File: src/rtl/right_shifter_16bit_pkg.sv
// Shared constants and types for the 16-bit logical right shifter.
//   DATA_W_DEF  : operand/result width (only 16 is supported)
//   SHAMT_W_DEF : shift-amount width, log2(DATA_W_DEF)
//   data_t      : 16-bit data word
package right_shifter_16bit_pkg;

  localparam int DATA_W_DEF  = 16;
  localparam int SHAMT_W_DEF = 4;

  typedef logic [DATA_W_DEF-1:0] data_t;

endpackage : right_shifter_16bit_pkg

File: src/rtl/right_shift_stage.sv
// One combinational stage of a logarithmic barrel right shifter.
// When en is high the word is shifted right by SHIFT with zero fill,
// otherwise it passes through untouched.
//   din  : input word
//   en   : apply this stage's shift
//   dout : stage result
module right_shift_stage
  import right_shifter_16bit_pkg::*;
#(
  parameter int SHIFT = 1
) (
  input  data_t din,
  input  logic  en,
  output data_t dout
);

  // Logical shift: vacated MSBs fill with zero, LSBs fall off the end.
  assign dout = en ? (din >> SHIFT) : din;

endmodule : right_shift_stage

File: src/rtl/right_shifter_16bit.sv
// Registered 16-bit logical right shifter, Q = A >> mag, one-cycle latency,
// one result per clock, no backpressure.
//   clk       : clock, all state on rising edge
//   rst_n     : synchronous active-low reset (clears Q and out_valid)
//   in_valid  : A/mag carry an operation this cycle
//   A         : operand
//   mag       : shift amount 0..15
//   Q         : registered result, held while no new operation arrives
//   out_valid : one-cycle pulse marking a new result on Q
module right_shifter_16bit
  import right_shifter_16bit_pkg::*;
#(
  parameter int DATA_W  = DATA_W_DEF,
  parameter int SHAMT_W = SHAMT_W_DEF
) (
  input  logic               clk,
  input  logic               rst_n,
  input  logic               in_valid,
  input  logic [DATA_W-1:0]  A,
  input  logic [SHAMT_W-1:0] mag,
  output logic [DATA_W-1:0]  Q,
  output logic               out_valid
);

  // stage_data[k] is the word entering stage k; stage_data[SHAMT_W] is the result.
  data_t stage_data [0:SHAMT_W];

  assign stage_data[0] = A;

  // Stage k shifts by 2^k under control of mag[k], smallest shift first.
  for (genvar gi = 0; gi < SHAMT_W; gi++) begin : g_stage
    right_shift_stage #(
      .SHIFT (1 << gi)
    ) u_stage (
      .din  (stage_data[gi]),
      .en   (mag[gi]),
      .dout (stage_data[gi+1])
    );
  end

  data_t q_d, q_q;
  logic  out_valid_d, out_valid_q;

  // Q only loads on a valid operation, so garbage on A/mag while idle
  // never reaches the register.
  always_comb begin
    q_d         = q_q;
    out_valid_d = 1'b0;
    if (in_valid) begin
      q_d         = stage_data[SHAMT_W];
      out_valid_d = 1'b1;
    end
  end

  // Reset wins over any operation presented in the same cycle.
  always_ff @(posedge clk) begin
    if (!rst_n) begin
      q_q         <= '0;
      out_valid_q <= 1'b0;
    end else begin
      q_q         <= q_d;
      out_valid_q <= out_valid_d;
    end
  end

  assign Q         = q_q;
  assign out_valid = out_valid_q;

endmodule : right_shifter_16bit

File: config.mk
export PLATFORM = sky130hd
export DESIGN_NAME = right_shifter_16bit
export DESIGN_NICKNAME = d
export VERILOG_FILES = /design/src/rtl/right_shifter_16bit_pkg.sv /design/src/rtl/right_shift_stage.sv /design/src/rtl/right_shifter_16bit.sv
export SDC_FILE = /design/constraint.sdc
export NUM_CORES = 1
export LEC_CHECK = 0
export ABC_AREA = 1
export CAP_MARGIN = 20
export CORE_ASPECT_RATIO = 0.9
export CORE_MARGIN = 2
export CORE_UTILIZATION = 50
export CTS_CLUSTER_DIAMETER = 80
export CTS_CLUSTER_SIZE = 30
export DETAILED_ROUTE_END_ITERATION = 10
export PLACE_DENSITY = 0.78
export SYNTH_ARGS = -nofsm -noshare
export SYNTH_HDL_FRONTEND = slang
export SYNTH_HIERARCHICAL = 1
export SYNTH_SLANG_ARGS = --single-unit
File: constraint.sdc
create_clock -name clk -period 1.9 [get_ports clk]
set_clock_uncertainty 0.15 [all_clocks]
set_input_delay 0.38 -clock clk [delete_from_list [all_inputs] [get_ports clk]]
set_output_delay 0.38 -clock clk [all_outputs]
set_load 0.01 [all_outputs]
==> results of run 1 <==
[state kept, by name (all words and copies together), names as in the netlist]
register,cells
Q,16
out_valid,1
[layout by cell type, fill, tap and decap left out]
cell type / Yosys / layout
clkdlybuf4s50_1: 0 / 38
nand2_2: 31 / 31
dlymetal6s2s_1: 0 / 1
inv_2: 2 / 2
clkbuf_16: 0 / 1
inv_1: 32 / 32
clkbuf_4: 0 / 3
clkinv_8: 0 / 1
nand2_1: 149 / 149
clkinv_2: 0 / 1
buf_12: 2 / 3
dfxtp_1: 17 / 17
inv_6: 2 / 1
nor2_1: 47 / 45
buf_4: 2 / 4
nor2_2: 0 / 2
[metal layers]
| layer | up-vias | wire (um) | part of all wire | GRT usage |
|---|---|---|---|---|
| met2 | 36 | 1400 | 0.45 | 0.295 |
| li1 | 910 | - | - | - |
| met3 | 0 | 138 | 0.045 | 0.0388 |
| met4 | 0 | 0 | 0 | 0.0182 |
| met1 | 714 | 1550 | 0.50 | 0.226 |
| met5 | - | 0 | 0 | 0 |
[stage by stage]
step           hold slack (ns)  instance area [um2]
6_report                 0.323                 2020
5_1_grt                  0.337                 2020
4_1_cts                  0.325                 1980
3_5_place_dp             0.311                 1950
3_3_place_gp             0.308                 1950
2_1_floorplan            0.342                 1630
[path summary, 6_finish.rpt]
| path | from | endpoint | slack (ns) | cells past startpoint |
|---|---|---|---|---|
| max | Q[4] | Q[4] | 0.16 | 1 |
| min | Q[6] | Q[6] | 0.32 | 2 |
| max reg2reg | Q[10] | Q[10] | 1.19 | 2 |
| min reg2reg | Q[6] | Q[6] | 0.32 | 2 |
[where the power goes]
part | internal (mW) | switching, mW
registers | 0.380 | 0.0113
logic | 0.183 | 0.203
clock network | 0.0783 | 0.112
[cell type report]
| type | instances | area, um2 |
|---|---|---|
| clock buffers | 3 | 22.5 |
| well taps | 42 | 52.6 |
| inverters | 36 | 153 |
| repair buffers | 47 | 508 |
| flip-flops and latches | 17 | 340 |
| clock inverters | 1 | 5.00 |
| fillers | 310 | 1070 |
| multi-input cells | 227 | 935 |
[worst register-to-register path, stage by stage (launching register included)]
cell     delay, ns
dfxtp_1       0.33
nor2_1        0.09
nor2_1        0.05
[logic make-up (layout without fill, tap and decap cells)]
family | count (synthesis) | after routing
and+or+nand+nor | 227 | 227
buffers and inverters | 53 | 87
DFF | 17 | 17
[repair_timing]
item	in CTS	in global routing
resized for setup	0	5
endpoints found under the hold margin	0	0
endpoints found under the setup margin	0	15
==> results.cfg, run 1 <==
[run_status]
outcome = finished clean

[grt]
grt_max_degree = 34
grt_overflow = 0
antenna_found_initial = 0
grt_pass1_vias = 1315
grt_usage = 0.171
grt_pass1_wl_um = 5250

[synthesis]
yosys-top-cells-count = nand2_1, nor2_1, inv_1
synth_async_sr_flop_share = 0
ys.flop_type = dfxtp_1
synthSimpleGateAreaFrac = 0.570
seq_area_frac_synth = 0.209
synthesis.area_um2 = 1630
synth_xor_area_frac = 0
yosys-mux-area-fraction = 0
yosys_warnings = 6
synth_area_leader_cell = nand2_1
ys_types = 12
synthCells = 297
synthAdderAreaFrac = 0
synth_fp_nets = 320
ys_top_cells_by_area = nand2_1, dfxtp_1, nand2_2
yosysMostFrequentCell = nand2_1
syn_avg_cell_area_um2 = 5.49
synth_top_cell_area_share = 0.343
synth_top_family_by_area = simple AND/OR/NAND/NOR gates
synth_edf_count = 0
synth_seq_cells = 17
synth_compound_area_frac = 0

[cells_and_area]
layout-drive-gt1-share = 0.148
utilization = 0.652
area_growth_pct = 23.6
stdcell_count = 373
nNetsFinal = 355
n_antenna_cell = 0

[hold_path]
hp-class = reg2reg

[drt]
drt-initial-drc-count = 80
drt_wl_total_um = 3090
route.detailed.drc = 0
first_pass_iters = 4
wl_per_cell_um = 8.28
vias_per_cell = 4.45
ant_nets = 0
route.vias.total = 1660

[clock_network]
cts_buffers = 3
clockBufferDepth = 2
post-cts-setup-buffer-count = 0
cts_tree = yes
h-tree-depth = 1
cts.sinks = 17
clock_latency_ns = 0.28
path_clk_slew_ns = 0.10
cts_root_buf = clkbuf_4
cts_hold_buffers = 0

[floorplanning]
row_count = 19
core_um2 = 3090
die_area_um2 = 3730
die_w_um = 64.2
die_h_um = 58.2
ioPinCount = 40
start_util = 0.528

[worst_setup_path]
critPathBufInv = 1
cp_slowest_stage_delay_ns = 0.55
cp_top_family = buffers and inverters
path_class = reg2out
crit_fanout = 2
worstSetupEndpointType = output port
worst_setup_path_start_kind = flop
crit_slowest_cell = clkdlybuf4s50_1
worstPathArrival_ns = 1.21
path_cells = clkdlybuf4s50_1
required_ns = 1.37

[placed_design]
place_inst = 368
place_congestion = 0.815
io_buffers = 39
dp_hpwl_um = 2370
pre_cts_slack_ns = -0.277

[power_and_ir_drop]
p_per_area_nw_per_um2 = 480
finalPower_uw = 967
leakagePower_nw = 1.10
vdd_drop_max_mv = 0.420

[sta]
rsz0062_at_grt = no
tightest_slew_ns = 0.250
drv_slew = 0
finalSetupTns_ns = 0
setup_viol = 0
fin_crit_sh = 0.914
maxSlewHeadroom = 0.833
worst_slack_ns = 0.163
hold_viol_final = 0
min_period_ns = 1.74
max_freq_ghz = 0.576

[job]
maxCapViolCount = 0
Power figures use the tool's default switching activity.
==> run 2: changes to the inputs <==
MAX_ROUTING_LAYER = met4   (was unset)
==> results.cfg, run 2 (synthesis gave the netlist of run 1 again) <==
[drt]
route.detailed.drc = 0
first_pass_iters = 5
wl_per_cell_um = 8.24
drt_wl_total_um = 3070
drt-initial-drc-count = 84
vias_per_cell = 4.47
ant_nets = 0
route.vias.total = 1666

[sta]
max_freq_ghz = 0.577
tightest_slew_ns = 0.250
maxSlewHeadroom = 0.833
worst_slack_ns = 0.166
drv_slew = 0
fin_crit_sh = 0.913
min_period_ns = 1.73
hold_viol_final = 0
rsz0062_at_grt = no
setup_viol = 0

[clock_network]
cts_buffers = 3
post-cts-setup-buffer-count = 0
cts.sinks = 17
clockBufferDepth = 2
path_clk_slew_ns = 0.10
h-tree-depth = 1
cts_tree = yes
cts_root_buf = clkbuf_4
clock_latency_ns = 0.29

[floorplanning]
die_area_um2 = 3730
row_count = 19
die_h_um = 58.2
core_um2 = 3090
die_w_um = 64.2
start_util = 0.528
ioPinCount = 40

[grt]
antenna_found_initial = 0
grt_pass1_vias = 1315
grt_max_degree = 34
grt_overflow = 0
grt_usage = 0.176
grt_pass1_wl_um = 5250

[worst_setup_path]
path_cells = clkdlybuf4s50_1
path_class = reg2out
required_ns = 1.37
cp.depth = 1
reg2reg_slack_ns = 1.19
cp_top_family = buffers and inverters
critPathBufInv = 1
rr_startpoint = Q[13]
worstRegToRegCells = 2
cp_slowest_stage_delay_ns = 0.55
crit_start = Q[4]
crit_fanout = 2
r2r_end = Q[13]
worstPathArrival_ns = 1.20
worst_setup_path_start_kind = flop
endpoint = Q[4]
worstSetupEndpointType = output port
crit_slowest_cell = clkdlybuf4s50_1

[cells_and_area]
layout-drive-gt1-share = 0.148
nNetsFinal = 355
largest_register_ffs = 16
final_cell_mix = nand2_1, nor2_1, clkdlybuf4s50_1
n_antenna_cell = 0
area_growth_pct = 23.6
utilization = 0.652
layout_commonest_cell = nand2_1
nFillCells = 310

[power_and_ir_drop]
p_seq_frac = 0.404
switching_share = 0.338
p_per_area_nw_per_um2 = 481
intPower_uw = 641
vdd_drop_max_mv = 0.420
power.share.clock = 0.198
p_switching_uw = 328
leakagePower_nw = 1.10
pwr-share-comb = 0.399

[job]
maxCapViolCount = 0

[run_status]
outcome = finished clean

[placed_design]
io_buffers = 39
dp_hpwl_um = 2370
pre_cts_slack_ns = -0.277
place_congestion = 0.827

[hold_path]
hp-class = reg2reg
## run 2: worst min path at each step
stage	end	cells after the start	from
5_1_grt	Q[9]	2	Q[9]
2_1_floorplan	Q[0]	2	Q[0]
3_5_place_dp	Q[6]	2	Q[6]
4_1_cts	Q[6]	2	Q[6]
3_3_place_gp	Q[6]	2	Q[6]
6_report	Q[15]	2	Q[15]
## run 2: timing repair
action | CTS | global route
gates resized for setup | 0 | 5
endpoints found under the setup margin | 0 | 15
hold buffers | 0 | 0
hold endpoints to repair | 0 | 0
## run 2: area by class of cell
cell class | count | area, um2 | share of cell area
multi-input combinational | 227 | 935 | 0.464
timing repair buffer | 47 | 508 | 0.252
sequential | 17 | 340 | 0.169
inverter | 36 | 153 | 0.0757
tap | 42 | 52.6 | 0.0261
clock buffer | 3 | 22.5 | 0.0112
clock inverter | 1 | 5.00 | 0.00248
## run 2: power groups by stage
stage | combinational (mW) | sequential [mW] | clock (mW)
2_1_floorplan | 0.260 | 0.410 | 0
3_3_place_gp | 0.375 | 0.399 | 0
3_5_place_dp | 0.379 | 0.399 | 0
4_1_cts | 0.380 | 0.391 | 0.199
5_1_grt | 0.436 | 0.393 | 0.209
6_report | 0.386 | 0.391 | 0.192
## run 2: metrics by stage
step           hold WS, ns  power (mW)  cells  setup TNS, ns  instance area (um2)
2_1_floorplan        0.342       0.671    297              0                 1630
3_3_place_gp         0.308       0.775    368          -3.00                 1950
3_5_place_dp         0.311       0.778    368          -3.40                 1950
4_1_cts              0.325       0.970    372              0                 1980
5_1_grt              0.337        1.04    373              0                 2020
6_report             0.324       0.969    373              0                 2020
## run 2: layer usage
layer / part of all wire / global-route usage / vias to the layer above
li1: - / - / 910
met1: 0.50 / 0.226 / 727
met4: 0 / 0.0182 / 0
met2: 0.46 / 0.295 / 29
met5: 0 / - / -
met3: 0.039 / 0.0388 / 0
==> run 3: changes to the inputs <==
CORE_MARGIN = unset   (was 2)
GPL_ROUTABILITY_DRIVEN = 0   (was unset)
==> results.cfg, run 3 (synthesis gave the netlist of run 1 again) <==
[floorplanning]
die_w_um = 62.2
ioPinCount = 40
row_count = 19
core_um2 = 3090
die_h_um = 56.2
start_util = 0.528
die_area_um2 = 3490

[cells_and_area]
n_antenna_cell = 0
final_area_um2 = 1980
final_cell_mix = nand2_1, nor2_1, clkdlybuf4s50_1
area_growth_pct = 21.7
register_area_um2 = 340
layout_commonest_cell = nand2_1
multi_input_area_um2 = 935
largest_register_ffs = 16
nNetsFinal = 356
stdcell_count = 374
nFillCells = 335
layout-drive-gt1-share = 0.148

[sta]
setup_viol = 0
min_period_ns = 1.71
rsz0062_at_grt = no
maxSlewHeadroom = 0.871
hold_viol_final = 0
tightest_slew_ns = 0.193
drv_slew = 0
fin_crit_sh = 0.900
worst_slack_ns = 0.190
max_freq_ghz = 0.585

[run_status]
outcome = finished clean

[worst_setup_path]
path_class = reg2out
path_cells = clkdlybuf4s50_1
worstPathArrival_ns = 1.18
cp_slowest_stage_delay_ns = 0.54
critPathBufInv = 1
crit_fanout = 2
worstSetupEndpointType = output port
worst_setup_path_start_kind = flop
required_ns = 1.37
cp_top_family = buffers and inverters
crit_slowest_cell = clkdlybuf4s50_1

[clock_network]
cts_root_buf = clkbuf_4
path_clk_slew_ns = 0.09
cts_buffers = 3
cts.sinks = 17
cts_hold_buffers = 0
cts_tree = yes
clockBufferDepth = 2
h-tree-depth = 1
clock_latency_ns = 0.28

[drt]
wl_per_cell_um = 8.39
drt-initial-drc-count = 74
route.detailed.drc = 0
vias_per_cell = 4.45
route.vias.total = 1665
first_pass_iters = 4
drt_wl_total_um = 3140
ant_nets = 0

[job]
maxCapViolCount = 0

[power_and_ir_drop]
p_per_area_nw_per_um2 = 483
leakagePower_nw = 1.09
vdd_drop_max_mv = 0.501
finalPower_uw = 959

[grt]
grt_overflow = 0
grt_pass1_vias = 1378
grt_max_degree = 34
grt_pass1_wl_um = 5430
grt_usage = 0.191
antenna_found_initial = 0

[placed_design]
place_area_um2 = 1930
pre_cts_slack_ns = -0.207
io_buffers = 39
dp_hpwl_um = 2370
place_inst = 369

[hold_path]
hp-class = reg2reg
-- run 3: path summary, 6_finish.rpt --
kind	cells after the start	slack [ns]	from	end
worst min register to register	2	0.32	Q[6]	Q[6]
worst min-delay path	2	0.32	Q[6]	Q[6]
worst max register to register	2	1.19	Q[14]	Q[14]
worst max-delay path	1	0.19	Q[14]	Q[14]
-- run 3: what timing repair did --
action	in CTS	in global routing
endpoints found under the setup margin	0	14
resized for setup	0	7
setup buffers	0	0
-- run 3: final cells by class --
cell class,count,area share
clock buffers,4,0.0132
inverters,36,0.0769
multi-input cells,227,0.471
well taps,42,0.0265
repair buffers,48,0.241
flip-flops and latches,17,0.172
-- run 3: stage by stage --
step	util	hold slack, ns	setup TNS (ns)
after floorplan	-	0.342	0
after global placement	0.625	0.308	-2.34
after detailed placement	0.625	0.312	-2.74
after CTS	0.633	0.325	0
after global routing	0.642	0.343	0
final	0.642	0.323	0
-- run 3: power breakdown --
part / switching [mW] / internal, mW / total [mW]
Sequential: 0.0113 / 0.380 / 0.391
Clock: 0.107 / 0.0816 / 0.189
Combinational: 0.203 / 0.177 / 0.379
Total: 0.321 / 0.638 / 0.959
-- run 3: per-layer routing --
layer	GRT usage	part of all wire	vias up
li1	-	-	909
met3	0.0369	0.036	0
met5	-	0	-
met4	0.00997	0	0
met2	0.349	0.47	30
met1	0.228	0.49	726
==> edit (settings of run 2) <==
Make the reset (`rst_n`) asynchronous in one clocked block. Comments in the files are not updated.
--- a/src/rtl/right_shifter_16bit.sv
+++ b/src/rtl/right_shifter_16bit.sv
@@ -55,3 +55,3 @@
   // Reset wins over any operation presented in the same cycle.
-  always_ff @(posedge clk) begin
+  always_ff @(posedge clk or negedge rst_n) begin
     if (!rst_n) begin
Formal check against the unedited RTL: differs if rst_n is asserted again (counterexample within 4 cycles, from zero or initial values and one cycle with rst_n low); with rst_n held inactive, the same outputs for 10 cycles.
==> edit against run 2 <==
Cell area fell by 2.9%; count of clock-buffer cells in the layout did not move; area after synthesis fell by 3.2%; routed wire length rose by 8.9%; sequential share of layout area rose by 4.9 points; final cell count fell by 8.6%; total power rose by 2.8%; worst setup slack got worse by 0.050 ns; sequential cell count did not move; critical path type is now in -> reg.
==> edit: results (changes against run 2) <==
* Top Metal Used: met4
* Synth Net Count at 284 (-11%)
* CTS resizes at 0 (unchanged)
* Met2 WL at 1.61 mm (+15%)
* RePlAce Congestion at 0.841 (+1.7%)
* Fraction of layout cells with a size suffix above 1 at 18.1% (+3.3 points)
* Share of flip-flops with an asynchronous set or reset at 100% (+100 points)
* Skew-Pair Late Insertion Delay at roughly 0.30 ns
* Root buffer cell: clkbuf_4
* H-tree depth at 1 (unchanged)
* Peak VDD IR at 0.000416 V (-1.0%)
* Sw power at 0.341 mW (+4.1%)
* Drt first pass iters at 4 (-1)
* Ys flop type: dfrtp_1
* Sum Neg Setup Slack at 0 ns (unchanged)
* CP max FO at 15 (+13)
* Max-slew headroom at 84.8% (+1.5 points)
* Largest net degree at the start of global routing at 18 (-47%)
* Max reg flops at 16 (unchanged)
* Initial antenna violation count at 0 (unchanged)
* Status: finished clean
* Slowest stage cell, crit path: clkdlybuf4s50_1
* Synth cell types at 11 (-1)
* Top cells by area, synth: nand2_1 (38%), dfrtp_1 (27%), nand2_2 (14%)
* Nets at 323 (-9.0%)
* Hold Path Class: in -> async
* Critical Path AT at 1.87 ns (+0.67 ns)
* Post-synth top cells: nand2_1 (159), nand2_2 (36), dfrtp_1 (17)
* CTS Buf Count at 3 (unchanged)
* Filler instances at 319 (+2.9%)
* Lkg Pwr at 1.10 nW (+0.29%)
* Yosys warns at 6 (unchanged)
* N_diodes at 0 (unchanged)
* Setup bufs post-CTS at 0 (unchanged)
* WL per Instance at 9.81 um (+19%)
* Bufs on Longest Clock Path at 2 (unchanged)
* Gr usage total at 21.1% (+3.5 points)
* First-pass GRT wire length at 6.05 mm (+15%)
* Met3 routed WL at 136 um (+13%)
* Post-DP HPWL at 2.65 mm (+12%)
* Met1 WL at 1.58 mm (+1.8%)
* Clock sink count at 17 (unchanged)
* Register area share after synthesis at 27.0% (+6.1 points)
* Placement Setup Slack at -0.176 ns (+0.100 ns)
* Vias in the first global route at 1,498 (+14%)
* Critical path's top delay family: buffers and inverters
* DRT iter0 DRCs at 82 (-2.4%)
* Vias at 1,585 (-4.9%)
* Clock transition at path regs at 0.10 ns (about the same)
* Crit-path max cell delay at 0.44 ns (-0.11 ns)
## edit: cell count changes after synthesis, moves of 5 or more
cell and change:
nor2_1 -32, dfrtp_1 +17, dfxtp_1 -17, inv_1 -17, nand2_1 +10, nand2_2 +5
## edit: worst register-to-register path: stages, from the launching register on
cell	delay (ns)
dfrtp_1	0.41
nand2_1	0.07
nand2_1	0.06
## edit: path summary, 6_finish.rpt
path | start | endpoint | slack (ns) | depth (start not counted)
setup / recovery | mag[0] | Q[9] | 0.12 | 13
hold / removal | rst_n | Q[4] | 0.25 | 2
setup reg to reg | Q[9] | Q[9] | 1.11 | 2
hold reg to reg | Q[1] | Q[1] | 0.33 | 2
max in group asynchronous | rst_n | out_valid | 1.15 | 2
min in group clk | Q[1] | Q[1] | 0.33 | 2
## edit: cells by family after synthesis
family,count (synthesis),share of synthesized area [%]
buffers and inverters,34,17.4
flip-flops,17,27.0
AND/OR/NAND/NOR,210,55.7
## edit: layout make-up
| class | count | area (um2) | share of cell area (%) |
|---|---|---|---|
| Clock buffer | 3 | 22.5 | 1.15 |
| Clock inverter | 1 | 5.00 | 0.256 |
| Inverter | 20 | 90.1 | 4.60 |
| Multi-Input combinational cell | 210 | 878 | 44.9 |
| Sequential cell | 17 | 425 | 21.7 |
| Tap cell | 42 | 52.6 | 2.69 |
| Timing Repair Buffer | 48 | 483 | 24.7 |
## edit: metal layers
metal  vias up  track usage [%]
li1        832                -
met1       716             26.3
met2        35             36.0
met3         2             3.55
met4         0             4.97
met5         -                -
## edit: through the flow
| step | std cells | power (mW) | cell area [um2] |
|---|---|---|---|
| final | 341 | 0.996 | 1960 |
| after global routing | 341 | 1.07 | 1960 |
| after CTS | 341 | 1.00 | 1960 |
| after detailed placement | 337 | 0.807 | 1930 |
| after global placement | 337 | 0.800 | 1930 |
| after floorplan | 261 | 0.665 | 1580 |
## edit: power groups by stage
stage	clock network (mW)	logic (mW)	registers (mW)
final	0.196	0.389	0.412
after CTS	0.202	0.390	0.412
after global placement	0	0.382	0.419
after global routing	0.223	0.434	0.416
after detailed placement	0	0.388	0.419
after floorplan	0	0.233	0.432
